<file path="src/rtl/steering_pkg.sv">
// Shared types and constants for the steering arbiter and its slew limiter.
package steering_pkg;

    localparam int unsigned DIR_W   = 9;
    localparam int unsigned NUM_REQ = 3;

    typedef enum logic [1:0] {
        IDLE  = 2'd0,
        TRACK = 2'd1,
        RECAL = 2'd2
    } state_t;

    localparam logic [DIR_W-1:0] CENTER     = 9'd256;
    localparam logic [DIR_W-1:0] MAX_DIR    = 9'd511;
    localparam logic [1:0]       GRANT_NONE = 2'd3;

    // Limit a zero-extended direction to the legal steering range.
    function automatic logic [DIR_W-1:0] clamp_dir(input logic [DIR_W:0] d);
        return (d > 10'(MAX_DIR)) ? MAX_DIR : d[DIR_W-1:0];
    endfunction

endpackage

</file>
<file path="src/rtl/steering_slew_limiter.sv">
// Registered steering position that walks toward a target by at most SLEW_STEP per tick.
module steering_slew_limiter
    import steering_pkg::*;
#(
    parameter int unsigned SLEW_STEP = 4
) (
    input  logic             clk,
    input  logic             reset,
    input  logic [DIR_W-1:0] target,
    input  logic             tick,
    input  logic             force_center,
    output logic [DIR_W-1:0] position
);

    logic [DIR_W:0] tgt_w;
    logic [DIR_W:0] pos_w;
    logic [DIR_W:0] diff;
    logic [DIR_W:0] step;
    logic [DIR_W:0] pos_next;
    logic           up;

    // One extra bit keeps the difference and the stepped value free of wrap-around.
    always_comb begin
        tgt_w    = {1'b0, target};
        pos_w    = {1'b0, position};
        up       = (tgt_w >= pos_w);
        diff     = up ? (tgt_w - pos_w) : (pos_w - tgt_w);
        step     = (diff > 10'(SLEW_STEP)) ? 10'(SLEW_STEP) : diff;
        pos_next = up ? (pos_w + step) : (pos_w - step);
    end

    always_ff @(posedge clk) begin
        if (reset) begin
            position <= CENTER;
        end else if (force_center) begin
            position <= CENTER;
        end else if (tick) begin
            position <= pos_next[DIR_W-1:0];
        end
    end

endmodule

</file>
<file path="src/rtl/steering_arbiter.sv">
// Fixed-priority steering command arbiter with watchdog fallback and position recalibration.
module steering_arbiter
    import steering_pkg::*;
#(
    parameter int unsigned SLEW_STEP      = 4,
    parameter int unsigned TICK_DIV       = 50000,
    parameter int unsigned TIMEOUT_CYCLES = 5000000,
    parameter int unsigned RECAL_CYCLES   = 16
) (
    input  logic                     CLOCK_50,
    input  logic                     reset,
    input  logic [NUM_REQ-1:0]       reqValid,
    input  logic [NUM_REQ*DIR_W-1:0] reqDir,
    input  logic                     recalReq,
    output logic [NUM_REQ-1:0]       reqReady,
    output logic [DIR_W-1:0]         targetDirection,
    output logic                     reset_Pos,
    output logic [1:0]               grantId,
    output logic                     timeout
);

    localparam int unsigned CNT_W = 32;

    state_t             state;
    state_t             state_n;
    logic [DIR_W-1:0]   target_q;
    logic [DIR_W-1:0]   target_n;
    logic [1:0]         grant_n;
    logic               timeout_n;
    logic [CNT_W-1:0]   wd_cnt;
    logic [CNT_W-1:0]   wd_n;
    logic [CNT_W-1:0]   rc_cnt;
    logic [CNT_W-1:0]   rc_n;
    logic [CNT_W-1:0]   tick_cnt;
    logic               tick;
    logic               accept;
    logic [1:0]         acc_id;
    logic [DIR_W-1:0]   acc_dir;

    assign tick = (tick_cnt == CNT_W'(TICK_DIV - 1));

    // Lowest index wins; recalibration, reset and RECAL block every accept.
    always_comb begin
        reqReady = '0;
        accept   = 1'b0;
        acc_id   = GRANT_NONE;
        acc_dir  = CENTER;
        if (!reset && state != RECAL && !recalReq) begin
            if (reqValid[0]) begin
                reqReady = 3'b001;
                accept   = 1'b1;
                acc_id   = 2'd0;
                acc_dir  = clamp_dir({1'b0, reqDir[DIR_W-1:0]});
            end else if (reqValid[1]) begin
                reqReady = 3'b010;
                accept   = 1'b1;
                acc_id   = 2'd1;
                acc_dir  = clamp_dir({1'b0, reqDir[2*DIR_W-1:DIR_W]});
            end else if (reqValid[2]) begin
                reqReady = 3'b100;
                accept   = 1'b1;
                acc_id   = 2'd2;
                acc_dir  = clamp_dir({1'b0, reqDir[3*DIR_W-1:2*DIR_W]});
            end
        end
    end

    always_comb begin
        state_n   = state;
        target_n  = target_q;
        grant_n   = grantId;
        timeout_n = timeout;
        wd_n      = wd_cnt;
        rc_n      = rc_cnt;
        if (state == RECAL) begin
            if (rc_cnt == CNT_W'(RECAL_CYCLES - 1)) begin
                state_n  = IDLE;
                grant_n  = GRANT_NONE;
                rc_n     = '0;
            end else begin
                rc_n = rc_cnt + 1'b1;
            end
        end else if (recalReq) begin
            state_n  = RECAL;
            target_n = CENTER;
            rc_n     = '0;
            wd_n     = '0;
        end else if (accept) begin
            state_n   = TRACK;
            target_n  = acc_dir;
            grant_n   = acc_id;
            timeout_n = 1'b0;
            wd_n      = '0;
        end else if (state == TRACK) begin
            if (wd_cnt == CNT_W'(TIMEOUT_CYCLES - 1)) begin
                state_n   = IDLE;
                target_n  = CENTER;
                grant_n   = GRANT_NONE;
                timeout_n = 1'b1;
                wd_n      = '0;
            end else begin
                wd_n = wd_cnt + 1'b1;
            end
        end
    end

    always_ff @(posedge CLOCK_50) begin
        if (reset) begin
            state     <= IDLE;
            target_q  <= CENTER;
            grantId   <= GRANT_NONE;
            timeout   <= 1'b0;
            wd_cnt    <= '0;
            rc_cnt    <= '0;
            tick_cnt  <= '0;
            reset_Pos <= 1'b0;
        end else begin
            state     <= state_n;
            target_q  <= target_n;
            grantId   <= grant_n;
            timeout   <= timeout_n;
            wd_cnt    <= wd_n;
            rc_cnt    <= rc_n;
            tick_cnt  <= tick ? '0 : tick_cnt + 1'b1;
            reset_Pos <= (state_n == RECAL);
        end
    end

    steering_slew_limiter #(
        .SLEW_STEP (SLEW_STEP)
    ) u_slew (
        .clk          (CLOCK_50),
        .reset        (reset),
        .target       (target_q),
        .tick         (tick),
        .force_center (state_n == RECAL),
        .position     (targetDirection)
    );

endmodule
</file>
<file path="config.mk">
export PLATFORM = sky130hd
export DESIGN_NAME = steering_arbiter
export DESIGN_NICKNAME = d
export VERILOG_FILES = /design/src/rtl/steering_pkg.sv /design/src/rtl/steering_slew_limiter.sv /design/src/rtl/steering_arbiter.sv
export SDC_FILE = /design/constraint.sdc
export NUM_CORES = 1
export LEC_CHECK = 0
export CAP_MARGIN = 0
export CORE_ASPECT_RATIO = 1.5
export CORE_MARGIN = 2
export CORE_UTILIZATION = 60
export DETAILED_ROUTE_END_ITERATION = 6
export PLACE_DENSITY_LB_ADDON = 0.1
export SYNTH_ARGS = -nofsm -noshare
export SYNTH_HDL_FRONTEND = slang
export SYNTH_SLANG_ARGS = --single-unit
</file>
<file path="constraint.sdc">
create_clock -name CLOCK_50 -period 11.7 [get_ports CLOCK_50]
set_input_delay 2.34 -clock CLOCK_50 [delete_from_list [all_inputs] [get_ports CLOCK_50]]
set_output_delay 2.34 -clock CLOCK_50 [all_outputs]
set_load 0.005 [all_outputs]
</file>
==> impl_metrics.toml, run 1 <==
[status]
status = "completed"

[timing]
hold_viol_final = 0
slew_headroom_pct = 26.0
holdWs_ns = 0.468
tns_ns = 0
slew_violations = 0
finalCritPeriodShare_pct = 61.4
fin_ws_ns = 4.51
fmax_mhz = 139
rsz0062_at_grt = "no"
finClkSkew_ns = 0.00654
setup_viol = 0
worst_pin_slew_ns = 1.11
period_minus_slack_ns = 7.19

[pwr]
ir_worst_vdd_mv = 0.0999
p_leak_nw = 2.95
power_density_nw_per_um2 = 135

[critical_path]
crit_chain = "clkdlybuf4s50_1 -> nor2_1 -> and3_1 -> clkdlybuf4s50_1"
critPathCaptureType = "output pin"
slowest_stage = "nor2_1"
worstSetupPathType = "input port to output pin"
reg2reg_depth = 22
cp.arrival_ns = 4.85
required_ns = 9.36
start_kind = "input port"
cpPeakStageDelay_ns = 0.99
cpMostUsedCell = "clkdlybuf4s50_1"
cp_max_fo = 17

[routing]
via_per_inst = 5.93
detail_route.wl_per_cell_um = 15.4
drtIter0Drc = 277
antenna_left = 0
first_pass_iters = 5
drt-total-wl_mm = 16.5
drc = 0
dr_total_vias = 6372

[grt]
gr-total-overflow = 0
antenna_found_initial = 0
grt_max_degree = 40
grt_pass1_wl_mm = 27.4
grt_pass1_vias = 6143
grt_usage_pct = 27.0

[logic_synthesis]
postSynthCellCount = 877
syn-mean-instance-area_um2 = 7.83
synth_async_sr_flop_share_pct = 0
synth_edf_count = 0
synth.distinct_cells = 55
synth-seq-area-share_pct = 35.0
ys_ff_latch = 120
ys.flop_type = "dfxtp_1"
yosysWarnings = 0
synth_fp_nets = 943
synthesis.area_um2 = 6870

[cts]
cts_root_buffer = "clkbuf_16"
cts_inserted_buffers = 17
h-tree-depth = 4
cts_resized = 0
clkLatencyLatePin_ns = 0.41
hold_buffers = 0
clock-sinks = 120
cts_setup_buffers = 0
clkTransAtPathRegs_ns = 0.05
cts_buffer_depth = 2
cts_tree = "built"

[placed_design]
dp_worst_setup_slack_ns = 4.59
port_buffers = 48
routabilityCongestion = 0.956
place_hpwl_mm = 11.9

[cells_and_area]
seq_area_um2 = 2400
drive_gt1_share_pct = 5.29
final_cell_mix = "dfxtp_1 (120), nor2_1 (113), nand2_1 (94)"
finalNetCount = 980
filler_cell_count = 870
syn_to_final_growth_pct = 16.7
multi_input_area_um2 = 4160
num_antenna_cells = 0
final_common_cell = "dfxtp_1"

[floorplan]
ios = 49
die-area_um2 = 12300
core_um2 = 11100
die_y_um = 135
initial_utilization_pct = 61.8
rows = 47
die_w_um = 91.3

[min_path]
min_path_type = "flop to flop"
worstHoldPathCells = 1

[run]
maxCapViolCount = 0
-- report_power, final --
part           switching, mW  leakage, nW  internal (mW)
combinational         0.0779         1.68         0.0553
sequential           0.00405        0.969          0.414
clock                  0.184        0.292          0.345
total                  0.266         2.95          0.814
-- synthesized netlist by cell type, types with 18 or more instances --
library cell  instances  area [um^2]
a21oi_1              40          200
and3_1               22          138
clkbuf_1             25         93.8
dfxtp_1             120         2400
ha_1                 30          375
inv_1                43          161
nand2_1              94          353
nand3_1              41          205
nand4_1              23          144
nor2_1              113          424
nor3_1               18         90.1
o21ai_0              76          380
xnor2_1              38          333
xor2_1               34          298
-- worst max-delay path, delay by kind of cell --
kind          cells  cell delay, ns
buf+inv           2            1.22
simple gates      2            1.28
-- area by class of cell --
class,instances,share of cell area [%]
clock inverters,12,1.87
inverters,43,2.01
flip-flops and latches,120,30.0
multi-input cells,681,51.9
clock buffers,20,5.70
well taps,147,2.30
repair buffers,51,6.28
-- registers in the layout, indices dropped and copies added (netlist names) --
register         cells
tick_cnt            32
grantId              2
target_q             9
u_slew.position      9
wd_cnt              32
reset_Pos            1
rc_cnt              32
timeout              1
state                2
-- routing by layer --
| layer | global-route usage, % | wire length [um] |
|---|---|---|
| met5 | 0 | 0 |
| met4 | 12.2 | 488 |
| met3 | 4.63 | 565 |
| met2 | 48.8 | 8480 |
| met1 | 30.9 | 6990 |
-- path summary, 6_finish.rpt --
| kind | slack [ns] | start | to |
|---|---|---|---|
| hold / removal | 0.47 | tick_cnt[0]$_SDFF_PP0_ | tick_cnt[0]$_SDFF_PP0_ |
| setup / recovery | 4.51 | reset | reqReady[2] |
| setup reg to reg | 5.82 | u_slew.position[5]$_SDFFE_PP0P_ | u_slew.position[8]$_SDFFE_PP1P_ |
| hold reg to reg | 0.47 | tick_cnt[0]$_SDFF_PP0_ | tick_cnt[0]$_SDFF_PP0_ |
-- logic make-up after synthesis --
kind of cell,after synthesis,share of synthesized area [%]
AND/OR/NAND/NOR,381,26.8
AO/OA/AOI/OAI,181,16.0
flip-flops,120,35.0
buffers and inverters,76,4.57
XOR/XNOR,72,9.18
adder cells (fa/ha/maj),35,6.63
multiplexers,12,1.75
-- per-stage QoR --
stage	utilization, %	total power [mW]	instance area (um^2)	std cells
6_report	72.1	1.08	8010	1074
5_1_grt	72.1	1.12	8010	1074
4_1_cts	72.1	1.08	8010	1074
3_5_place_dp	66.6	0.556	7410	1042
3_3_place_gp	66.6	0.553	7410	1042
2_1_floorplan	-	0.523	6870	877
Power figures use the tool's default switching activity.
==> run 2: changes to the inputs <==
--- a/config.mk
+++ b/config.mk
@@ -8,7 +8,7 @@
 export CAP_MARGIN = 0
 export CORE_ASPECT_RATIO = 1.5
 export CORE_MARGIN = 2
-export CORE_UTILIZATION = 60
+export CORE_UTILIZATION = 54
 export DETAILED_ROUTE_END_ITERATION = 6
 export PLACE_DENSITY_LB_ADDON = 0.1
 export SYNTH_ARGS = -nofsm -noshare
==> constraint.sdc (replaced) <==
create_clock -name CLOCK_50 -period 6.1 [get_ports CLOCK_50]
set_input_delay 1.22 -clock CLOCK_50 [delete_from_list [all_inputs] [get_ports CLOCK_50]]
set_output_delay 1.22 -clock CLOCK_50 [all_outputs]
set_load 0.005 [all_outputs]
==> run 2 against run 1 <==
Sequential power increased by 92%; clock power up 100%; clock skew up 0.0018 ns; first-iteration DRC count decreased by 2.5%; critical path type is now flop to flop.
==> impl_metrics.toml, run 2 (synthesized netlist as in run 1, its figures left out) <==
[status]
status = "completed"

[critical_path]
timing.rr.end = "u_slew.position[8]$_SDFFE_PP1P_"
start_kind = "flop"
cp.arrival_ns = 5.96
reg2reg_depth = 21
r2r_slack_ns = 0.48
worstSetupPathType = "flop to flop"
required_ns = 6.44
r2r-start = "u_slew.position[1]$_SDFFE_PP0P_"
cp_max_fo = 7
critPathCaptureType = "flop"

[grt]
grt_pass1_vias = 6205
antenna_found_initial = 0
gr-total-overflow = 0
grt_pass1_wl_mm = 28.4
grt_max_degree = 40
grt_usage_pct = 26.2

[timing]
fmax_mhz = 178
tns_ns = 0
finClkSkew_ns = 0.00836
setup_viol = 0
rsz0062_at_grt = "no"
worst_pin_slew_ns = 1.02
slew_headroom_pct = 31.6
finalCritPeriodShare_pct = 92.2
hold_viol_final = 0
slew_violations = 0
period_minus_slack_ns = 5.62

[pwr]
p_leak_nw = 2.98
combPwrFrac_pct = 12.4
p_clk_share_pct = 50.1
swShare_pct = 24.9
p_switching_mw = 0.531
ir_worst_vdd_mv = 0.174
intPower_mw = 1.60
seqPwrFrac_pct = 37.5
power_density_nw_per_um2 = 264
finalPower_mw = 2.13

[min_path]
worstHoldPathCells = 1
worstHoldStart = "tick_cnt[0]$_SDFF_PP0_"
min_path_type = "flop to flop"
holdPathEnd = "tick_cnt[0]$_SDFF_PP0_"

[floorplan]
die_w_um = 96.1
initial_utilization_pct = 55.2
ios = 49
rows = 50
die-area_um2 = 13700
die_y_um = 142
core_um2 = 12400

[cts]
cts_inserted_buffers = 17
cts_buffer_depth = 2
cts_root_buffer = "clkbuf_16"
clkTransAtPathRegs_ns = 0.06
clock-sinks = 120
hold_buffers = 0
clkLatencyLatePin_ns = 0.41
cts_tree = "built"
h-tree-depth = 4

[routing]
antenna_left = 0
detail_route.wl_per_cell_um = 15.8
dr_total_vias = 6418
drtIter0Drc = 270
drc = 0
drt-total-wl_mm = 17.1
first_pass_iters = 4
via_per_inst = 5.91

[cells_and_area]
fin_cells = 1086
filler_cell_count = 1078
final_cell_mix = "dfxtp_1 (120), nor2_1 (113), nand2_1 (94)"
drive_gt1_share_pct = 5.81
biggestRegsByFlops = "rc_cnt: 32 flops, tick_cnt: 32 flops, wd_cnt: 32 flops"
final_common_cell = "dfxtp_1"
syn_to_final_growth_pct = 17.8
finalNetCount = 983
num_antenna_cells = 0
final_cell_area_um2 = 8090

[placed_design]
routabilityCongestion = 0.906
place_hpwl_mm = 12.7
place_area_um2 = 7440
port_buffers = 48
placed_cells_incl_taps = 1054

[run]
maxCapViolCount = 0
-- run 2: cell types whose count changed in the layout (fill, tap and decap cells not counted), moves of 2 or more --
cell / delta
buf_4: +3
clkinvlp_4: -3
clkinv_2: -2
clkinv_4: +2
inv_6: +3
-- run 2: worst max path at each step --
| stage | slack [ns] | startpoint | endpoint | cells after the start |
|---|---|---|---|---|
| 6_report | 0.48 | u_slew.position[1]$_SDFFE_PP0P_ | u_slew.position[8]$_SDFFE_PP1P_ | 21 |
| 5_1_grt | 0.01 | u_slew.position[4]$_SDFFE_PP0P_ | u_slew.position[8]$_SDFFE_PP1P_ | 22 |
| 4_1_cts | 0.42 | u_slew.position[1]$_SDFFE_PP0P_ | u_slew.position[8]$_SDFFE_PP1P_ | 22 |
| 3_5_place_dp | 0.44 | u_slew.position[1]$_SDFFE_PP0P_ | u_slew.position[8]$_SDFFE_PP1P_ | 22 |
| 3_3_place_gp | 0.56 | u_slew.position[5]$_SDFFE_PP0P_ | u_slew.position[8]$_SDFFE_PP1P_ | 22 |
| 2_1_floorplan | 0.96 | u_slew.position[1]$_SDFFE_PP0P_ | u_slew.position[8]$_SDFFE_PP1P_ | 23 |
-- run 2: through the flow --
stage | utilization (%) | hold slack (ns) | worst slack [ns]
2_1_floorplan | - | 0.418 | 0.962
3_3_place_gp | 59.8 | 0.429 | 0.560
3_5_place_dp | 59.8 | 0.439 | 0.439
4_1_cts | 64.9 | 0.450 | 0.421
5_1_grt | 65.0 | 0.467 | 0.0126
6_report | 65.0 | 0.443 | 0.477
-- run 2: power groups by stage --
stage          Sequential [mW]  Combinational, mW  Clock [mW]
2_1_floorplan            0.815              0.188           0
3_3_place_gp             0.817              0.255           0
3_5_place_dp             0.817              0.258           0
4_1_cts                  0.800              0.259        1.09
5_1_grt                  0.801              0.290        1.12
6_report                 0.801              0.264        1.07
-- run 2: layout make-up --
class / instances / area [um^2] / share of cell area (%)
clock inverters: 13 / 191 / 2.37
well taps: 156 / 195 / 2.41
inverters: 43 / 161 / 2.00
repair buffers: 54 / 526 / 6.50
multi-input cells: 681 / 4170 / 51.6
flip-flops and latches: 120 / 2400 / 29.7
clock buffers: 19 / 443 / 5.48
-- run 2: timing repair --
item,CTS,global route
setup buffers,0,0
setup endpoints to repair,0,1
resized for setup,0,3
-- run 2: routing by layer --
layer	global-route usage [%]	wire length, um
met1	29.7	7050
met2	46.9	9020
met3	4.40	501
met4	11.6	573
met5	0	0
-- run 2: critical path, cell delays in order (launching register included) --
cell and delay (ns):
dfxtp_1 0.52, inv_1 0.14, fa_1 0.48, a21oi_1 0.19, a211oi_2 0.12, or3_1 0.50, nor4_2 0.30, a31oi_1 0.06
or3_1 0.49, nor2_1 0.17, inv_1 0.07, ha_1 0.29, nand2_1 0.06, o21ai_0 0.15, fa_1 0.46, a21o_1 0.21
a211oi_1 0.31, o21a_1 0.18, o311ai_0 0.20, or3_1 0.37, o311ai_1 0.11, mux2i_1 0.21
==> run 3: changes to the inputs <==
--- a/config.mk
+++ b/config.mk
@@ -7,7 +7,6 @@
 export LEC_CHECK = 0
 export CAP_MARGIN = 0
 export CORE_ASPECT_RATIO = 1.5
-export CORE_MARGIN = 2
 export CORE_UTILIZATION = 54
 export DETAILED_ROUTE_END_ITERATION = 6
 export PLACE_DENSITY_LB_ADDON = 0.1
==> run 3 against run 2 <==
Wire length barely moved; sequential share of layout area about the same; global-route usage up 1.2 points; clock power barely moved; critical path type unchanged; maximum frequency grew 1.1%; die area decreased by 3.5%; cell area about the same; critical endpoint unchanged; clock-buffer cell count is 2 lower; largest power group unchanged; highest routed layer unchanged; hold slack improved by 0.023 ns; register-to-register slack improved by 0.06 ns.
==> impl_metrics.toml, run 3 (synthesized netlist as in run 1, its figures left out) <==
[status]
status = "completed"

[routing]
detail_route.wl_per_cell_um = 15.7
drt-total-wl_mm = 17.1
via_per_inst = 5.81
dr_total_vias = 6331
drc = 0
first_pass_iters = 5
antenna_left = 0
drtIter0Drc = 256

[timing]
slew_violations = 0
period_minus_slack_ns = 5.56
worst_pin_slew_ns = 0.994
fin_ws_ns = 0.536
hold_viol_final = 0
finClkSkew_ns = 0.00965
fmax_mhz = 180
tns_ns = 0
slew_headroom_pct = 33.5
finalCritPeriodShare_pct = 91.2
rsz0062_at_grt = "no"
setup_viol = 0

[pwr]
power_density_nw_per_um2 = 262
ir_worst_vdd_mv = 0.201
p_leak_nw = 2.98

[cts]
clock-sinks = 120
hold_buffers = 0
cts_root_buffer = "clkbuf_16"
cts_tree = "built"
clkTransAtPathRegs_ns = 0.06
cts_inserted_buffers = 17
h-tree-depth = 4
cts_buffer_depth = 2
clkLatencyLatePin_ns = 0.42

[placed_design]
routabilityCongestion = 0.887
place_hpwl_mm = 12.5
port_buffers = 48
dp_worst_setup_slack_ns = 0.373

[cells_and_area]
num_antenna_cells = 0
biggestRegsByFlops = "rc_cnt: 32 flops, tick_cnt: 32 flops, wd_cnt: 32 flops"
drive_gt1_share_pct = 6.22
syn_to_final_growth_pct = 17.8
final_cell_mix = "dfxtp_1 (120), nor2_1 (113), nand2_1 (94)"
final_common_cell = "dfxtp_1"
finalNetCount = 986

[floorplan]
rows = 50
core_um2 = 12400
initial_utilization_pct = 55.2
die_y_um = 140
ios = 49
die-area_um2 = 13200
die_w_um = 94.1

[critical_path]
cp.arrival_ns = 5.91
crit_path_end = "u_slew.position[8]$_SDFFE_PP1P_"
r2r-start = "u_slew.position[1]$_SDFFE_PP0P_"
crit_start = "u_slew.position[1]$_SDFFE_PP0P_"
critPathCaptureType = "flop"
worstSetupPathType = "flop to flop"
crit_chain = "inv_1 -> fa_1 -> a21oi_1 -> a211oi_1 -> or3_1 -> nor4_2 -> a31oi_1 -> or3_1 -> nor2_1 -> inv_1 -> ha_1 -> nand2_1 -> o21ai_0 -> fa_1 -> a21o_1 -> a211oi_1 -> o21a_1 -> o311ai_0 -> or3_1 -> o311ai_1 -> mux2i_1"
cp_max_fo = 7
slowest_stage = "dfxtp_1"
timing.rr.end = "u_slew.position[8]$_SDFFE_PP1P_"
r2r_slack_ns = 0.54
cpPeakStageDelay_ns = 0.52
required_ns = 6.44
cpMostUsedCell = "or3_1"
reg2reg_depth = 21
start_kind = "flop"

[grt]
gr-usage-met2_pct = 50.4
met1_usage_pct = 30.2
grt_pass1_wl_mm = 28.4
grt_use_met3_pct = 5.37
grt_pass1_vias = 6085
grt_usage_pct = 27.3
grt_max_degree = 40
antenna_found_initial = 0
top_usage_layer = "met2"
gr-total-overflow = 0

[min_path]
worstHoldStart = "tick_cnt[0]$_SDFF_PP0_"
min_path_type = "flop to flop"

[run]
maxCapViolCount = 0
[run 3: changes by cell type in the layout (fill, tap and decap cells not counted), sizes merged]
cell	delta
buf	+3
bufinv	-1
clkbuf	-2
clkinv	-3
clkinvlp	+3
inv	+3
[run 3: area by class of cell]
cell class,count,area (um^2)
tap,156,195
clock buffer,17,425
inverter,43,161
sequential,120,2400
timing repair buffer,57,548
fill,1090,4360
multi-input combinational,681,4170
clock inverter,15,193
[run 3: worst min path at each step]
stage,endpoint,slack [ns],cells past startpoint
CTS,tick_cnt[0]$_SDFF_PP0_,0.47,1
finish,tick_cnt[0]$_SDFF_PP0_,0.47,1
global placement,tick_cnt[0]$_SDFF_PP0_,0.43,1
detailed placement,tick_cnt[0]$_SDFF_PP0_,0.46,1
floorplan,tick_cnt[0]$_SDFF_PP0_,0.42,1
global route,tick_cnt[0]$_SDFF_PP0_,0.48,1
[run 3: critical path, delay by kind of cell (launching register included)]
family,cells,cell delay [ns]
buf+inv,2,0.21
simple gates,6,1.86
flops,1,0.52
mux,1,0.21
compound gates,9,1.46
fa+ha+maj,3,1.22
[run 3: routing by layer]
metal / wire [um] / part of all wire (%) / vias to the layer above
met5: 0 / 0 / -
met4: 375 / 2.2 / 0
met3: 475 / 2.8 / 26
met2: 9210 / 54 / 110
met1: 7090 / 41 / 3028
li1: - / - / 3167
[run 3: through the flow]
stage               cells  util (%)  power, mW  cell area, um^2  hold WS [ns]
detailed placement   1055      59.8       1.08             7450         0.457
finish               1089      65.0       2.12             8090         0.466
global route         1089      65.0       2.19             8090         0.481
floorplan             877         -       1.00             6870         0.418
global placement     1055      59.8       1.07             7450         0.429
CTS                  1087      64.8       2.12             8070         0.465
[run 3: timing repair]
| item | CTS | global route |
|---|---|---|
| buffers inserted | 0 | 2 |
| endpoints found under the setup margin | 0 | 1 |
| gates resized for setup | 0 | 2 |
[run 3: where the power goes]
part | switching [mW] | leakage [nW] | internal [mW]
Combinational | 0.154 | 1.72 | 0.113
Sequential | 0.00725 | 0.969 | 0.793
Clock | 0.396 | 0.295 | 0.653
